## src/rtl/fp_add_seq.sv

```systemverilog
// Multi-cycle parametrised floating-point adder/subtractor: RNE rounding, {NV,OF,UF,NX} flags.
// Define DENORM_EN for gradual underflow; otherwise denormal inputs/outputs flush to signed zero.
module fp_add_seq #(
    parameter int EXPBITS  = 8,
    parameter int FRACBITS = 23
) (
    input  logic                      clk,
    input  logic                      rst_n,
    input  logic                      in_valid,
    output logic                      in_ready,
    input  logic [EXPBITS+FRACBITS:0] a,
    input  logic [EXPBITS+FRACBITS:0] b,
    input  logic                      sub,
    output logic                      out_valid,
    input  logic                      out_ready,
    output logic [EXPBITS+FRACBITS:0] result,
    output logic [3:0]                flags
);

    localparam int W   = 1 + EXPBITS + FRACBITS;
    localparam int MW  = FRACBITS + 4;
    localparam int LZW = $clog2(FRACBITS + 5);
    localparam int EW  = ((EXPBITS > LZW) ? EXPBITS : LZW) + 2;
    localparam logic signed [EW-1:0] ONE  = EW'(1);
    localparam logic signed [EW-1:0] EMAX = EW'((1 << EXPBITS) - 1);
    localparam logic [W-1:0] QNAN = {1'b0, {EXPBITS{1'b1}}, 1'b1, {(FRACBITS-1){1'b0}}};

    typedef enum logic [2:0] {IDLE, ALIGN, ADD, NORM, ROUND, DONE} state_t;

    state_t state, state_nx;

    logic [1:0] rst_sync;
    logic       rst_i;

    logic [W-1:0]          a_q, b_q, res_q;
    logic [3:0]            flags_q;
    logic                  sign_q, eff_sub_q, special_q, zero_q, tiny_q;
    logic signed [EW-1:0]  exp_q;
    logic [MW-1:0]         mx_q, my_q, m_q;
    logic [MW:0]           sum_q;

    logic                  sa, sb, a_den, b_den, a_nan, b_nan, a_inf, b_inf, a_snan, b_snan;
    logic [EXPBITS-1:0]    ea, eb;
    logic [FRACBITS-1:0]   fa, fb;
    logic signed [EW-1:0]  ea_e, eb_e, ex, ey;
    logic [MW-1:0]         ma, mb, mx, my, mask, my_al;
    logic [EW-1:0]         diff_u;
    logic                  a_ge, sp_hit, sp_nv;
    logic [W-1:0]          sp_res;

    logic [MW:0]           sum_n;
    logic signed [EW-1:0]  lz, sh, exp_n, exp_r;
    logic [MW-1:0]         m_n;
    logic                  tiny_n, up, nx, uf, hid;
    logic [FRACBITS+1:0]   rm;
    logic [FRACBITS-1:0]   frac_r;
    logic [W-1:0]          rnd_res;
    logic [3:0]            rnd_flags;

    function automatic logic signed [EW-1:0] lzc(input logic [MW-1:0] v);
        logic signed [EW-1:0] n;
        n = EW'(MW);
        for (int unsigned i = 0; i < MW; i++)
            if (v[i]) n = EW'(MW - 1 - i);
        return n;
    endfunction

    // Reset asserts asynchronously but releases on a clock edge.
    always_ff @(posedge clk or negedge rst_n) begin
        if (!rst_n) rst_sync <= '0;
        else        rst_sync <= {rst_sync[0], 1'b1};
    end
    assign rst_i = rst_sync[1];

    always_ff @(posedge clk or negedge rst_i) begin
        if (!rst_i) state <= IDLE;
        else        state <= state_nx;
    end

    always_comb begin
        state_nx  = state;
        in_ready  = 1'b0;
        out_valid = 1'b0;
        case (state)
            IDLE: begin
                in_ready = 1'b1;
                if (in_valid) state_nx = ALIGN;
            end
            ALIGN:   state_nx = ADD;
            ADD:     state_nx = NORM;
            NORM:    state_nx = ROUND;
            ROUND:   state_nx = DONE;
            DONE: begin
                out_valid = 1'b1;
                if (out_ready) state_nx = IDLE;
            end
            default: state_nx = IDLE;
        endcase
    end

    assign sa     = a_q[W-1];
    assign sb     = b_q[W-1];
    assign ea     = a_q[W-2:FRACBITS];
    assign eb     = b_q[W-2:FRACBITS];
    assign fa     = a_q[FRACBITS-1:0];
    assign fb     = b_q[FRACBITS-1:0];
    assign a_den  = ~|ea;
    assign b_den  = ~|eb;
    assign a_nan  = (&ea) & (|fa);
    assign b_nan  = (&eb) & (|fb);
    assign a_inf  = (&ea) & ~(|fa);
    assign b_inf  = (&eb) & ~(|fb);
    assign a_snan = a_nan & ~fa[FRACBITS-1];
    assign b_snan = b_nan & ~fb[FRACBITS-1];
    assign ea_e   = a_den ? ONE : EW'(ea);
    assign eb_e   = b_den ? ONE : EW'(eb);
`ifdef DENORM_EN
    assign ma = {~a_den, fa, 3'b000};
    assign mb = {~b_den, fb, 3'b000};
`else
    assign ma = a_den ? '0 : {1'b1, fa, 3'b000};
    assign mb = b_den ? '0 : {1'b1, fb, 3'b000};
`endif

    always_comb begin
        a_ge   = (ea_e > eb_e) || ((ea_e == eb_e) && (ma >= mb));
        ex     = a_ge ? ea_e : eb_e;
        ey     = a_ge ? eb_e : ea_e;
        mx     = a_ge ? ma : mb;
        my     = a_ge ? mb : ma;
        diff_u = ex - ey;
        mask   = ~({MW{1'b1}} << diff_u);
        if (diff_u >= EW'(FRACBITS + 3))
            my_al = {{(MW-1){1'b0}}, |my};
        else
            my_al = (my >> diff_u) | {{(MW-1){1'b0}}, |(my & mask)};
        sp_hit = 1'b1;
        sp_nv  = 1'b0;
        sp_res = QNAN;
        if (a_nan || b_nan)               sp_nv  = a_snan | b_snan;
        else if (a_inf && b_inf && sa != sb) sp_nv = 1'b1;
        else if (a_inf)                   sp_res = a_q;
        else if (b_inf)                   sp_res = b_q;
        else                              sp_hit = 1'b0;
    end

    // Operands are ordered by magnitude, so the subtraction never goes negative.
    assign sum_n = eff_sub_q ? ({1'b0, mx_q} - {1'b0, my_q}) : ({1'b0, mx_q} + {1'b0, my_q});

    always_comb begin
        lz     = lzc(sum_q[MW-1:0]);
        sh     = lz;
        tiny_n = 1'b0;
        if (sum_q[MW]) begin
            m_n   = {sum_q[MW:2], |sum_q[1:0]};
            exp_n = exp_q + ONE;
        end else begin
`ifdef DENORM_EN
            if (lz >= exp_q) sh = exp_q - ONE;
`else
            tiny_n = (exp_q <= lz);
`endif
            m_n   = sum_q[MW-1:0] << sh;
            exp_n = exp_q - sh;
        end
    end

    always_comb begin
        up     = m_q[2] & (m_q[1] | m_q[0] | m_q[3]);
        nx     = |m_q[2:0];
        rm     = {1'b0, m_q[MW-1:3]} + {{(FRACBITS+1){1'b0}}, up};
        exp_r  = rm[FRACBITS+1] ? exp_q + ONE : exp_q;
        frac_r = rm[FRACBITS+1] ? rm[FRACBITS:1] : rm[FRACBITS-1:0];
        hid    = rm[FRACBITS+1] | rm[FRACBITS];
`ifdef DENORM_EN
        uf = nx & ~m_q[MW-1];
`else
        uf = 1'b0;
`endif
        rnd_res   = {sign_q, (hid ? exp_r[EXPBITS-1:0] : {EXPBITS{1'b0}}), frac_r};
        rnd_flags = {2'b00, uf, nx};
        if (zero_q) begin
            rnd_res   = {sign_q, {(W-1){1'b0}}};
            rnd_flags = 4'b0000;
        end else if (tiny_q) begin
            rnd_res   = {sign_q, {(W-1){1'b0}}};
            rnd_flags = 4'b0011;
        end else if (exp_r >= EMAX) begin
            rnd_res   = {sign_q, {EXPBITS{1'b1}}, {FRACBITS{1'b0}}};
            rnd_flags = 4'b0101;
        end
    end

    always_ff @(posedge clk or negedge rst_i) begin
        if (!rst_i) begin
            a_q       <= '0;
            b_q       <= '0;
            res_q     <= '0;
            flags_q   <= '0;
            sign_q    <= 1'b0;
            eff_sub_q <= 1'b0;
            special_q <= 1'b0;
            zero_q    <= 1'b0;
            tiny_q    <= 1'b0;
            exp_q     <= '0;
            mx_q      <= '0;
            my_q      <= '0;
            m_q       <= '0;
            sum_q     <= '0;
        end else begin
            case (state)
                IDLE: if (in_valid) begin
                    a_q <= a;
                    b_q <= b ^ {sub, {(W-1){1'b0}}};
                end
                ALIGN: begin
                    sign_q    <= a_ge ? sa : sb;
                    eff_sub_q <= sa ^ sb;
                    exp_q     <= ex;
                    mx_q      <= mx;
                    my_q      <= my_al;
                    special_q <= sp_hit;
                    if (sp_hit) begin
                        res_q   <= sp_res;
                        flags_q <= {sp_nv, 3'b000};
                    end
                end
                ADD: begin
                    sum_q  <= sum_n;
                    zero_q <= (sum_n == '0);
                    if (sum_n == '0 && eff_sub_q) sign_q <= 1'b0;
                end
                NORM: begin
                    m_q    <= m_n;
                    exp_q  <= exp_n;
                    tiny_q <= tiny_n;
                end
                ROUND: if (!special_q) begin
                    res_q   <= rnd_res;
                    flags_q <= rnd_flags;
                end
                default: ;
            endcase
        end
    end

    assign result = res_q;
    assign flags  = flags_q;

endmodule

```

## config.mk

```make
export PLATFORM = sky130hd
export DESIGN_NAME = fp_add_seq
export DESIGN_NICKNAME = d
export VERILOG_FILES = /design/src/rtl/fp_add_seq.sv
export SDC_FILE = /design/constraint.sdc
export NUM_CORES = 1
export LEC_CHECK = 0
export CAP_MARGIN = 20
export CORE_MARGIN = 4
export CORE_UTILIZATION = 40
export CTS_CLUSTER_SIZE = 10
export DETAILED_ROUTE_END_ITERATION = 6
export GPL_TIMING_DRIVEN = 0
export HOLD_SLACK_MARGIN = 0.02
export PLACE_DENSITY = 0.61
export SLEW_MARGIN = 5
export SYNTH_ARGS = -nofsm -noshare
export SYNTH_HDL_FRONTEND = slang
export SYNTH_SLANG_ARGS = --single-unit
export TNS_END_PERCENT = 10
```

## constraint.sdc

```tcl
create_clock -name clk -period 7.3 [get_ports clk]
set_input_delay 0.73 -clock clk [delete_from_list [all_inputs] [get_ports clk]]
set_output_delay 0.73 -clock clk [all_outputs]
set_load 0.02 [all_outputs]
```

==> reports/results.txt, run 1 <==
GPL Wtd Cong = 0.9742
Sequential share of the synthesized area = 32.90%
Fmax = 0.1441 GHz
Initial antenna violation count = 0
Clock-pin slew on the worst setup and hold paths = 60 ps
Core footprint = 42230 um^2
Worst Max-Slew Pin Slew = 1075 ps
Final Hold Viols = 0
Routing usage on met2 = 47.80%
Leading cell types in the layout, fill and taps excluded = 261 x nand2_1, 225 x dfrtp_1, 202 x o21ai_0, 192 x nor2_1, 174 x a21oi_1
Predominant post-synthesis flop cell = dfrtp_1
Element type at the critical path end = register
Minimum clock period after layout = 6941 ps
Initial DRC Count = 1591
CTS tree = done
# port buffers = 106
Num ports = 107
R2R Setup Slk = 360 ps
Post-Syn Area per Cell = 8.102 um^2
Distinct cells, synth = 84
Final setup margin = 358.7 ps
Total Nets Final = 2395
# H-tree levels = 1
Mapped cell area = 17190 um^2
Outcome = completed
Vias in the first global route = 17340
Routed WL = 64.76 mm
FF+latch count, synth = 226
GRT Total Usage = 27.00%
Crit path max fanout = 28
Final Max Slew Viols = 0
Syn Inst Count = 2122
HPWL after DPL = 50.61 mm
Layout cell share with drive strength beyond 1 = 8.634%
CTS Buf Count = 28
Critical Path RT = 7730 ps
Global routing usage on met1 = 33.46%
Diode count = 0
Asr flop ratio synth = 100.0%
Worst Hold Class = in -> async
Post-DR wirelength/cell = 23.05 um
Worst setup SP type = register
Critical path arrival = 7370 ps
DRT Pass-1 Iters = 6
Final Cycle Share = 95.09%
Max Cap Viol = 0
Synthesis-to-layout area growth = 16.67%
Vert. Die Dim = 215.3 um
Crit path kind = reg -> reg
Place WS = -2041 ps
Commonest non-fill, non-tap cell in the layout = nand2_1
Final routed DRC violation total = 0
Fin area = 20060 um^2
Unrepaired setup endpoints after global routing = false
Post-synth EDFFs = 0
Hold WS = 339.2 ps
Die X = 215.3 um
CTS max path bufs = 3
Slew HR = 27.81%
Remaining global-route overflow = 0
Starting density of the core = 40.71%
Largest net degree at the start of global routing = 63
Die ar. = 46360 um^2
Root Driver = clkbuf_16
Yosys top cell by area = dfrtp_1
Synth top area share = 32.90%
Synth area leaders = dfrtp_1 33%, o21ai_0 5.9%, nand2_1 5.7%
CTS Hold Buffers Added = 0
Ys Warns = 0
Synth Net Count = 2257
Busiest layer in global routing = met2
Setup Skew = 13.39 ps
Skew-Pair Late Insertion Delay = 550 ps
First-pass GRT wire length = 100.8 mm
Finish-stage setup viols = 0
# rows = 75
Drt via density = 6.189
Placed inst area = 19010 um^2
Routed Antenna Nets = 0
CTS sink cnt = 226
Met3 usage = 2.839%
Vias = 17380
[cell usage after synthesis, drive strengths merged (18+ instances only)]
library cell and n:
o31ai 24, nor3 49, clkbuf 126, a31oi 34, nor4 26, xnor2 62
inv 57, nor2 194, buf 20, and3 29, xor2 25, nand3 57
nand2 265, o211ai 19, ha 65, mux2i 36, dfrtp 226, and2 39
mux2 76, a21oi 175, nand4 18, o21ai 209, a211oi 23
[routing by layer]
layer / vias to the layer above / share of wire [%]
met1: 8489 / 40
li1: 8025 / -
met5: - / 0
met3: 184 / 5.6
met4: 0 / 4.9
met2: 686 / 49
[worst paths after layout]
path	end	depth (start not counted)	start
worst max-delay path	my_q[0]$_DFFE_PN0P_	27	b_q[27]$_DFFE_PN0P_
worst min-delay path	rst_sync[0]$_DFF_PN0_	1	rst_n
worst max register to register	my_q[0]$_DFFE_PN0P_	27	b_q[27]$_DFFE_PN0P_
worst min register to register	rst_sync[1]$_DFF_PN0_	0	rst_sync[0]$_DFF_PN0_
max in group asynchronous	a_q[4]$_DFFE_PN0P_	2	rst_sync[1]$_DFF_PN0_
min in group clk	rst_sync[1]$_DFF_PN0_	0	rst_sync[0]$_DFF_PN0_
[per-stage QoR]
stage / instances / TNS (ps) / utilization, %
2_1_floorplan: 2122 / 0 / -
3_3_place_gp: 2767 / -520920 / 44.82
3_5_place_dp: 2770 / -48230 / 45.03
4_1_cts: 2810 / 0 / 47.36
5_1_grt: 2809 / 0 / 47.50
6_report: 2809 / 0 / 47.50
[registers in the layout, summed over array words and instances (netlist names)]
register and cells:
rst_sync 2, exp_q 10, m_q 27, b_q 32
tiny_q 1, sum_q 28, mx_q 24, flags 4
zero_q 1, result 32, sign_q 1, special_q 1
a_q 32, state 3, my_q 27, eff_sub_q 1
[kinds of logic (layout without fill, tap and decap cells)]
family          after synthesis  in the layout  synth area share [%]
simple gates                757            757                 20.60
compound gates              656            656                 24.05
flops                       226            226                 32.90
buf+inv                     205            353                 4.578
mux                         123            123                 8.515
xor+xnor                     87             87                 4.432
fa+ha+maj                    67             67                 4.905
other cells                   1              1               0.02181
[critical path: stages (launching register included)]
cell and delay (ps):
dfrtp_1 420, nor4_2 450, nand2_2 250, clkbuf_1 340
nand2_1 310, ha_1 170, nand4_1 130, or4_4 540
o221a_2 310, o311a_4 170, nor2_4 170, buf_8 230
buf_4 220, clkbuf_4 250, nor3_1 60, a21oi_1 140
ha_1 210, nand2_1 80, and2_1 170, nand2_1 70
o2111ai_1 220, a21oi_2 200, nor3b_2 80, mux2_2 380
or4_1 540, nor4_1 290, o2111ai_1 190, o21a_1 210
[cell type report]
class,count,area [um^2]
buffer,142,583.1
clock buffer,36,762.0
clock inverter,4,97.59
fill,4195,22170
inverter,59,221.5
multi-input combinational,1691,10890
sequential,226,5659
tap,539,674.4
timing repair buffer,112,1166
[repair_timing]
item,in CTS,in global routing
setup buffers,1,2
gates resized for setup,37,14
endpoints found under the setup margin,27,27
pin swaps,0,2
Power of run 1 is left out: the tool's default activity adds up to more than one toggle a clock period on the data nets, which glitch-free logic cannot reach.
==> inputs of run 2 (changes only) <==
- PLACE_DENSITY: 0.61 -> 0.64
- clock period: 7.3 -> 6 ns (I/O delays scaled with it)
==> reports/results.txt, run 2 (synthesis gave the netlist of run 1 again) <==
CTS max path bufs = 3
Post-DR wirelength/cell = 22.86 um
Crit path kind = reg -> reg
Met3 usage = 3.192%
Finish-stage setup viols = 0
CTS Buf Count = 28
Total Nets Final = 2423
Utilization after layout = 49.01%
Final Hold Viols = 0
Outcome = completed
Cell repeated most along the worst path = nand2_1
Final Cycle Share = 97.61%
Worst Reg2Reg Path Length in Cells = 21
Largest net degree at the start of global routing = 64
Starting density of the core = 40.71%
Initial DRC Count = 1503
Drt via density = 6.124
DRT Pass-1 Iters = 6
Skew-Pair Late Insertion Delay = 560 ps
Final Max Slew Viols = 0
Remaining global-route overflow = 0
CTS tree = done
Synthesis-to-layout area growth = 20.39%
Critical path arrival = 6290 ps
Final routed DRC violation total = 0
Vert. Die Dim = 215.3 um
# port buffers = 106
GPL Wtd Cong = 0.9754
RR Startpoint = b_q[27]$_DFFE_PN0P_
Root Driver = clkbuf_16
HPWL after DPL = 50.36 mm
Busiest layer in global routing = met2
Critical Path RT = 6430 ps
Worst setup startpoint = b_q[27]$_DFFE_PN0P_
GRT Total Usage = 27.04%
# H-tree levels = 1
Die ar. = 46360 um^2
Diode count = 0
# rows = 75
Routed Antenna Nets = 0
Initial antenna violation count = 0
CP cell instances = nor4_4 -> nand2_4 -> buf_2 -> nand2_1 -> ha_4 -> nand2_1 -> or4_4 -> o311ai_4 -> nand2_4 -> buf_12 -> nor2_1 -> a21oi_1 -> ha_2 -> or4_4 -> nand2_1 -> mux4_2 -> nand2b_1 -> a2111o_1 -> a21oi_2 -> o2111ai_1 -> o21a_1
Routed WL = 64.96 mm
Element type at the critical path end = register
Vias = 17400
Global routing usage on met1 = 33.80%
Setup Skew = 18.20 ps
Clock-pin slew on the worst setup and hold paths = 60 ps
CTS sink cnt = 226
Max stage delay on crit path = 580 ps
Slew HR = 21.57%
Max Cap Viol = 0
Worst Max-Slew Pin Slew = 1166 ps
Worst Hold Class = in -> async
Num ports = 107
Fmax = 0.1707 GHz
Crit path max fanout = 10
Commonest non-fill, non-tap cell in the layout = nand2_1
Vias in the first global route = 17160
Layout cell share with drive strength beyond 1 = 12.59%
Worst setup SP type = register
First-pass GRT wire length = 100.5 mm
Core footprint = 42230 um^2
Routing usage on met2 = 46.53%
Slowest stage cell, crit path = or4_4
Leading cell types in the layout, fill and taps excluded = 252 x nand2_1, 217 x dfrtp_1, 201 x o21ai_0, 191 x nor2_1, 171 x a21oi_1
Die X = 215.3 um
Minimum clock period after layout = 5857 ps
run 2: changes by cell type in the layout (fill, tap and decap cells not counted), sizes merged:
cell / previous run / this run
bufinv: 3 / 0
buf: 25 / 60
clkinv: 2 / 3
run 2: cell type report:
| type | count | area [um^2] |
|---|---|---|
| fillers | 4120 | 21530 |
| multi-input cells | 1691 | 11260 |
| flip-flops and latches | 226 | 5669 |
| repair buffers | 147 | 1450 |
| clock buffers | 43 | 808.3 |
| well taps | 539 | 674.4 |
| plain buffers | 135 | 599.3 |
| inverters | 59 | 221.5 |
| clock inverters | 2 | 12.51 |
run 2: final timing paths:
kind,end,slack [ps]
hold / removal,rst_sync[1]$_DFF_PN0_,200
setup reg to reg,my_q[0]$_DFFE_PN0P_,140
max in group asynchronous,my_q[5]$_DFFE_PN0P_,4480
setup / recovery,my_q[0]$_DFFE_PN0P_,140
min in group clk,rst_sync[1]$_DFF_PN0_,360
hold reg to reg,rst_sync[1]$_DFF_PN0_,360
run 2: through the flow:
step           hold slack, ps  cells  area, um^2  setup WS, ps  TNS, ps
2_1_floorplan           304.4   2122       17200        -707.0   -11790
3_3_place_gp            339.9   2767       18930         -2935   -78930
3_5_place_dp            338.6   2770       19020         -2938   -78000
4_1_cts                 175.0   2823       20240         17.94        0
5_1_grt                 185.7   2842       20700        -41.54   -122.8
6_report                200.4   2842       20700         143.4        0
run 2: timing repair:
item | 4_1_cts | 5_1_grt
gates cloned | 0 | 1
pin swaps | 13 | 28
resized for setup | 87 | 79
hold buffers | 0 | 0
setup buffers | 15 | 22
endpoints found under the setup margin | 55 | 27
run 2: critical path: cells and delay by family (launching register included):
family,cells,cell delay (ps)
flip-flops,1,440
AND/OR/NAND/NOR,10,2540
buffers and inverters,2,390
multiplexers,1,560
AO/OA/AOI/OAI,6,1390
adder cells (fa/ha/maj),2,380
run 2: layer usage:
metal / vias to the layer above / part of all wire, %
met2: 706 / 48
met1: 8405 / 41
met4: 0 / 6.0
li1: 8083 / -
met5: - / 0
met3: 210 / 5.3
Power of run 2 is left out for the same reason.
